### config.mk
export PLATFORM = sky130hd
export DESIGN_NAME = pipe_hazard_ctrl
export DESIGN_NICKNAME = d
export VERILOG_FILES = /design/src/rtl/pipe_hazard_ctrl.sv
export SDC_FILE = /design/constraint.sdc
export NUM_CORES = 1
export LEC_CHECK = 0
export BUFFER_PORTS_ARGS = -buffer_cell sky130_fd_sc_hd__buf_4
export CAP_MARGIN = 15
export CORE_ASPECT_RATIO = 0.8
export CORE_MARGIN = 10
export CORE_UTILIZATION = 46
export CTS_BUF_LIST = sky130_fd_sc_hd__clkbuf_16
export DETAILED_ROUTE_END_ITERATION = 10
export PLACE_DENSITY_LB_ADDON = 0.15
export SLEW_MARGIN = 30
export SYNTH_ARGS = -nofsm -noshare
export SYNTH_HDL_FRONTEND = slang
export SYNTH_SLANG_ARGS = --single-unit
### constraint.sdc
create_clock -name clk -period 2.75 [get_ports clk]
set_input_delay 0.1375 -clock clk [delete_from_list [all_inputs] [get_ports clk]]
set_output_delay 0.1375 -clock clk [all_outputs]
set_load 0.01 [all_outputs]
### src/rtl/pipe_hazard_ctrl.sv
// Issue gate between IDU and EXU: RAW/WAW scoreboard, in-flight limit,
// serialising instructions and the one-cycle branch-verdict/flush sequence.
module pipe_hazard_ctrl #(
    parameter int DEPTH = 4
) (
    input  logic        clk,
    input  logic        rst,
    input  logic        id_valid,
    input  logic [4:0]  id_rs1,
    input  logic [4:0]  id_rs2,
    input  logic        id_rs1_used,
    input  logic        id_rs2_used,
    input  logic [4:0]  id_rd,
    input  logic        id_regwrite,
    input  logic        id_is_ctrl,
    input  logic        id_serial,
    input  logic        ex_ready,
    input  logic        ex_control_hazard,
    input  logic [31:0] ex_pc_next,
    input  logic        wb_valid,
    input  logic [4:0]  wb_rd,
    input  logic        wb_regwrite,
    output logic        ex_valid,
    output logic        id_ready,
    output logic        redirect_valid,
    output logic [31:0] redirect_pc,
    output logic        flush,
    output logic [2:0]  inflight,
    output logic [31:0] busy_mask,
    output logic        err
);

    typedef enum logic [1:0] {
        ST_RUN    = 2'd0,
        ST_SHADOW = 2'd1,
        ST_FLUSH  = 2'd2
    } state_t;

    localparam logic [2:0] DEPTH_C = 3'(DEPTH);

    state_t      state_q, state_d;
    logic [31:0] busy_mask_q, busy_mask_d;
    logic [2:0]  inflight_q, inflight_d;
    logic        serial_pend_q, serial_pend_d;
    logic        err_q, err_d;
    logic [31:0] redirect_pc_q, redirect_pc_d;

    logic        raw_s, waw_s, blocked_s, fire_s, wb_eff_s;
    logic [31:0] set_mask_s, clr_mask_s;

    // Issue gating; the scoreboard is read from the register only, so a
    // retire in this cycle cannot release a dependent issue until next cycle.
    always_comb begin
        raw_s = (id_rs1_used && (id_rs1 != 5'd0) && busy_mask_q[id_rs1]) ||
                (id_rs2_used && (id_rs2 != 5'd0) && busy_mask_q[id_rs2]);
        waw_s = id_regwrite && (id_rd != 5'd0) && busy_mask_q[id_rd];
        blocked_s = raw_s || waw_s ||
                    (inflight_q == DEPTH_C) ||
                    (state_q != ST_RUN) ||
                    serial_pend_q ||
                    (id_serial && (inflight_q != 3'd0));
        fire_s   = id_valid && !blocked_s && ex_ready;
        ex_valid = id_valid && !blocked_s;
        id_ready = ex_ready && !blocked_s;
    end

    // Scoreboard, in-flight counter, serialisation and error bookkeeping.
    always_comb begin
        clr_mask_s  = (wb_valid && wb_regwrite && (wb_rd != 5'd0)) ? (32'd1 << wb_rd) : 32'd0;
        set_mask_s  = (fire_s && id_regwrite && (id_rd != 5'd0)) ? (32'd1 << id_rd) : 32'd0;
        busy_mask_d = (busy_mask_q & ~clr_mask_s) | set_mask_s;

        // A retire with nothing in flight is spurious: counted as an error only.
        wb_eff_s = wb_valid && (inflight_q != 3'd0);
        case ({fire_s, wb_eff_s})
            2'b10:   inflight_d = inflight_q + 3'd1;
            2'b01:   inflight_d = inflight_q - 3'd1;
            default: inflight_d = inflight_q;
        endcase
        err_d = err_q || (wb_valid && (inflight_q == 3'd0));

        if (fire_s && id_serial) begin
            serial_pend_d = 1'b1;
        end else if (inflight_q == 3'd0) begin
            serial_pend_d = 1'b0;
        end else begin
            serial_pend_d = serial_pend_q;
        end
    end

    // Control-transfer sequencer: RUN -> SHADOW (verdict) -> optional FLUSH.
    always_comb begin
        state_d       = state_q;
        redirect_pc_d = redirect_pc_q;
        case (state_q)
            ST_RUN: begin
                if (fire_s && id_is_ctrl) begin
                    state_d = ST_SHADOW;
                end else begin
                    state_d = ST_RUN;
                end
            end
            ST_SHADOW: begin
                if (ex_control_hazard) begin
                    state_d       = ST_FLUSH;
                    redirect_pc_d = ex_pc_next;
                end else begin
                    state_d = ST_RUN;
                end
            end
            ST_FLUSH: state_d = ST_RUN;
            default:  state_d = ST_RUN;
        endcase
    end

    // State registers with asynchronous reset.
    always_ff @(posedge clk or posedge rst) begin
        if (rst) begin
            state_q       <= ST_RUN;
            busy_mask_q   <= 32'd0;
            inflight_q    <= 3'd0;
            serial_pend_q <= 1'b0;
            err_q         <= 1'b0;
            redirect_pc_q <= 32'd0;
        end else begin
            state_q       <= state_d;
            busy_mask_q   <= busy_mask_d;
            inflight_q    <= inflight_d;
            serial_pend_q <= serial_pend_d;
            err_q         <= err_d;
            redirect_pc_q <= redirect_pc_d;
        end
    end

    assign redirect_valid = (state_q == ST_FLUSH);
    assign flush          = (state_q == ST_FLUSH);
    assign redirect_pc    = redirect_pc_q;
    assign inflight       = inflight_q;
    assign busy_mask      = busy_mask_q;
    assign err            = err_q;

endmodule

After elaboration in Yosys (flattened, before gate mapping)

Index checks and enable logic that the tools add are counted.

$add $sub $neg: 2
$lt $le $gt $ge: 3
Equality and inequality tests: 5
Shift operators: 2
Mux-type cells: 14
Bitwise gates (word level): 3
Reduce and logical (&&, ||, !) cells: 37

Operator list:

| kind                                                        | count |
|---|---|
| 2-to-1 mux 32 bit                                           | 2 |
| left shift 1 x 5 -> 32 bit (first input constant)           | 2 |
| bitwise AND 32 bit                                          | 1 |
| inverter 32 bit                                             | 1 |
| bitwise OR 32 bit                                           | 1 |
| nonzero test 5 bit                                          | 4 |
| logical AND 1 bit                                           | 18 |
| less-than comparator 5 x 6 -> 1 bit (second input constant) | 3 |
| binary-select mux 1 bit (select 5 bit)                      | 3 |
| logical OR 1 bit                                            | 7 |
| 2-to-1 mux 1 bit                                            | 6 |
| one-hot mux 3 bit (2 select lines)                          | 1 |
| nonzero test 2 bit                                          | 3 |
| == test 2 x 1 -> 1 bit (second input constant)              | 2 |
| == test 2 bit (second input constant)                       | 2 |
| one-hot mux 2 bit (2 select lines)                          | 1 |
| adder 3 x 1 -> 3 bit (second input constant)                | 1 |
| == test 3 bit (second input constant)                       | 1 |
| logical NOT 3 bit                                           | 1 |
| nonzero test 3 bit                                          | 1 |
| subtractor 3 x 1 -> 3 bit (second input constant)           | 1 |
| logical NOT 2 bit                                           | 1 |
| 2-to-1 mux 2 bit                                            | 1 |
| AND reduction 2 bit                                         | 1 |
| logical NOT 1 bit                                           | 1 |

Bits in registers: 71
Input port bits: 64
Output and inout bits: 72
Word-level logic and storage cells: 72

Depth between registers and ports, before layout

Depth after elaboration: 16
Depth in mapped cells: 14
Gate-level depth less buffers: 12

Worst setup path before layout

No wires, ideal clock.

Path kind: register -> register
Start: register busy_mask_q[2], in the netlist busy_mask[2]
End: register inflight_q[2], in the netlist inflight[2]
Library setup time: 126 ps
Data arrival time: 2,567 ps
Required time: 2,624 ps
Path slack: 57 ps
Stages on the path, launching flop included: 13
Path buffers: 0
Clock period less this slack: 2,693 ps
Cells stage by stage: dfrtp_1 -> mux4_2 -> a22oi_1 -> o221ai_1 -> o2111ai_2 -> nand4_4 -> or2_2 -> ha_1 -> inv_1 -> fa_1 -> xor2_1 -> nor2_1 -> xor2_1

Word-level cells in the longest chain between the ends: 14
Elaborated cells on any way between the ends: 22
Classes of those cells: eq/ne: 2; mux: 7; reduce/logical: 13

Ends and longest elaborated chain:

| what                                                                     | RTL line | text |
|---|---|---|
| from (decl)                                                              | 42       | `logic [31:0] busy_mask_q, busy_mask_d;` |
| from (signal assigned)                                                   | 127      | `busy_mask_q <= busy_mask_d;` |
| binary-select mux 1 bit (select 5 bit) (on tied branches)                | 54, 55   |  |
| 2-to-1 mux 1 bit (on tied branches)                                      | 54, 55   |  |
| logical AND 1 bit (on tied branches)                                     | 54, 55   |  |
| logical OR 1 bit                                                         | 54       | `raw_s = (id_rs1_used && (id_rs1 != 5'd0) && busy_mask_q[id_rs1]) \|\|` |
| logical OR 1 bit (*) (2 in a row)                                        | 57       | `blocked_s = raw_s \|\| waw_s \|\|` |
| logical OR 1 bit (*)                                                     | 58       | `(inflight_q == DEPTH_C) \|\|` |
| logical OR 1 bit (*)                                                     | 59       | `(state_q != ST_RUN) \|\|` |
| logical OR 1 bit (*)                                                     | 60       | `serial_pend_q \|\|` |
| logical NOT 1 bit (*)                                                    | 62       | `fire_s = id_valid && !blocked_s && ex_ready;` |
| logical AND 1 bit (*) (2 in a row)                                       | 62       |  |
| == test 2 x 1 -> 1 bit or == test 2 bit (tied branches)                  | 75       | `case ({fire_s, wb_eff_s})` |
| one-hot mux 3 bit (2 select lines) or nonzero test 2 bit (tied branches) | n/a      |  |
| to (signal assigned)                                                     | 128      | `inflight_q <= inflight_d;` |
| to (decl)                                                                | 43       | `logic [2:0] inflight_q, inflight_d;` |

Every way passes the cells marked *; elsewhere a longest branch is shown, timed or not. The select of a mux whose other input is x is not followed.
A chain may end at the register's enable or synchronous reset.

Final worst setup path

Start: register busy_mask_q[20], in the netlist busy_mask[20]
End: register inflight_q[2], in the netlist inflight[2]

The elaborated chain is that of the path after synthesis.

==> impl_metrics.json <==
{
  "drc_violations_left": 0,
  "worstPathRequired_ns": 2.97,
  "combinational_power_share": 0.368,
  "hpwlAfterDp_um": 11600,
  "clock_insertion_delay_worst_skew_ns": 0.34,
  "period_minus_slack_ns": 2.72,
  "grt_pass1_vias": 4335,
  "setup_skew_after_layout_ns": 0.00590,
  "critical_path_s_top_delay_family": "multiplexers",
  "p_int_mw": 2.62,
  "clock_network_fraction_of_design_power": 0.266,
  "maxCapViolations": 0,
  "crit_cells": 12,
  "grtUsageTotal": 0.226,
  "synthFlopType": "sky130_fd_sc_hd__dfrtp_1",
  "total_leakage_power_nw": 2.99,
  "detail_route.wl_per_cell_um": 20.1,
  "tritoncts": "yes",
  "count_of_final_max_slew_check_failures": 0,
  "route.detailed.vias_per_inst": 5.77,
  "fin_nets": 711,
  "vias": 4393,
  "grt_max_degree": 34,
  "measured_slew_at_the_worst_slew_check_pin_ns": 0.745,
  "timing.hold.worst.class": "in2reg",
  "cp_cell_instances": "mux4_2 > mux2i_2 > o21ai_1 > o2111ai_2 > nand4_4 > or2_4 > ha_4 > inv_2 > fa_2 > xor2_1 > nor2_1 > xor2_1",
  "power_density_nw_per_um2": 653,
  "setup_repair_after_global_routing_missed_its_margin": "true",
  "max-slew-margin-rel": 0.502,
  "power.switching_fraction": 0.341,
  "postSynthAreaPerCell_um2": 9.24,
  "share_of_layout_cells_above_drive_strength_1": 0.377,
  "timing.critical_path.mode_cell": "sky130_fd_sc_hd__xor2_1",
  "worst-path-buf-inv": 1,
  "post_detailed_routing_wire_length_um": 15300,
  "firstDrtPassIters": 5,
  "area_delta_synth_final_pct": 47.5,
  "cts-root-to-sink-buffers": 2,
  "yosys_register_bits": 71,
  "grt_overflow_total": 0,
  "r2r_cells": 12,
  "fmax_mhz": 368,
  "worst-setup-path-type": "reg2reg",
  "final_core_util": 0.706,
  "grt_antenna_before_repair": 0,
  "postSynthCellCount": 447,
  "gp_congestion": 0.995,
  "grt_pass1_wl_um": 24200,
  "ios": 136,
  "chipWidth_um": 126,
  "fin_crit_sh": 0.988,
  "critPathLaunchType": "flop",
  "syn-cell-area_um2": 4130,
  "portBuffers": 135,
  "numClockSinks": 71,
  "initial_core_util": 0.478,
  "yosys_warnings": 0,
  "sequentialPowerShare": 0.365,
  "root_buffer": "sky130_fd_sc_hd__clkbuf_16",
  "worst_setup_hold_path_clk_slew_ns": 0.06,
  "net_switching_power_figure_mw": 1.36,
  "hold_path_depth": 3,
  "slowest_delay_ns": 0.50,
  "numPlacedInstances": 711,
  "die-area_um2": 13200,
  "asyncSetResetFlopFracSynth": 1.00,
  "run_status": "finished clean",
  "synth_edf_count": 0,
  "syn_nets": 513,
  "cp_slowest_cell": "sky130_fd_sc_hd__mux4_2",
  "leading_cell_type_in_the_layout_fill_and_taps_excluded": "sky130_fd_sc_hd__buf_4",
  "design.core.area_um2": 8630,
  "setup-tns-final_ns": 0,
  "irDropWorstVdd_v": 0.000417,
  "ctsHtreeMaxLevel": 3,
  "report.final.hold_viol_count": 0,
  "setup_viol": 0,
  "mostFrequentLayoutCells": "sky130_fd_sc_hd__buf_4 (190), sky130_fd_sc_hd__nand2_1 (114), sky130_fd_sc_hd__dfrtp_1 (71)",
  "final_antenna_net_count": 0,
  "cts_made_buffers": 9,
  "timing.critical_path.arrival_ns": 2.93,
  "detailedRoute.firstIterationViolations": 444,
  "fin_total_pwr_mw": 3.98,
  "yosysSeqAreaShare": 0.430,
  "final_cell_count_no_fill": 762,
  "rows": 30,
  "die_h_um": 105,
  "path_max_fanout": 4,
  "diodes": 0,
  "netlist-cell-type-count": 54,
  "setup.worst_path.end_class": "flop"
}
-- cell type report --
| cell class | instances | area [µm²] |
|---|---|---|
| clock buffer | 9 | 225 |
| clock inverter | 7 | 41.3 |
| fill | 656 | 2540 |
| inverter | 10 | 37.5 |
| multi-input combinational | 337 | 2180 |
| sequential | 71 | 1780 |
| tap | 112 | 140 |
| timing repair buffer | 216 | 1690 |
-- logic make-up after synthesis --
kind of cell	count (synthesis)	share of synthesized area
AND/OR/NAND/NOR	213	0.246
AO/OA/AOI/OAI	85	0.132
flip-flops	71	0.430
buffers and inverters	39	0.0461
multiplexers	34	0.131
XOR/XNOR	3	0.00636
adder cells (fa/ha/maj)	2	0.00788
-- synthesized netlist by cell type, drive strengths merged, types with 10 or more instances --
cell type  instances  area share
buf               17       0.026
nor2              16       0.015
nand2            114        0.10
nand4             12       0.022
mux4              15       0.082
nand3             21       0.025
inv               10      0.0091
mux2i             10       0.024
clkbuf            12       0.011
nor2b             12       0.018
o21ai             56       0.068
dfrtp             71        0.43
-- path summary, 6_finish.rpt --
path                                  from         endpoint  slack (ns)
min in group asynchronous              rst    busy_mask[11]        0.29
max reg2reg                  busy_mask[20]      inflight[2]        0.03
min reg2reg                redirect_pc[15]  redirect_pc[15]        0.47
max in group asynchronous              rst  redirect_pc[31]        1.76
max                          busy_mask[20]      inflight[2]        0.03
min                         ex_pc_next[15]  redirect_pc[15]       0.002
-- power groups by stage --
stage	registers [mW]	logic, mW	clock network [mW]
after detailed placement	1.47	1.38	0
after global placement	1.45	1.36	0
final	1.45	1.47	1.06
after CTS	1.45	1.46	1.07
after floorplan	1.56	0.538	0
after global routing	1.48	1.59	1.11
-- routing by layer --
layer,track usage,share of wire,vias to the layer above
met5,0,0,-
met4,0.0617,0.020,0
met3,0.0934,0.13,32
met2,0.321,0.44,272
met1,0.310,0.41,2100
li1,-,-,1989
-- sequential cells by signal, summed over array words and instances, names as in the netlist --
signal and count:
inflight 3, err 1, redirect_pc 32, state_q 2, serial_pend_q 1, busy_mask 32
-- stage by stage --
step | hold slack, ns | area (µm²) | worst slack [ns]
finish | 0.00228 | 6090 | 0.0336
global route | 0.0151 | 6090 | -0.0675
CTS | 0.000330 | 6070 | 0.00500
detailed placement | 0.109 | 5480 | -0.0508
global placement | 0.106 | 5480 | -0.0225
floorplan | 0.243 | 4130 | 0.0565
-- tightest hold or removal path, cell delays in order --
cell                      delay, ns
sky130_fd_sc_hd__buf_4         0.08
sky130_fd_sc_hd__nand2_1       0.04
sky130_fd_sc_hd__nand2_1       0.05
-- timing repair --
action,CTS,global route
gates resized for setup,3,3
hold buffers,26,0
setup endpoints to repair,2,2
hold endpoints to repair,35,0
setup buffers,8,1
pin swaps,5,3
Power figures use the tool's default switching activity.
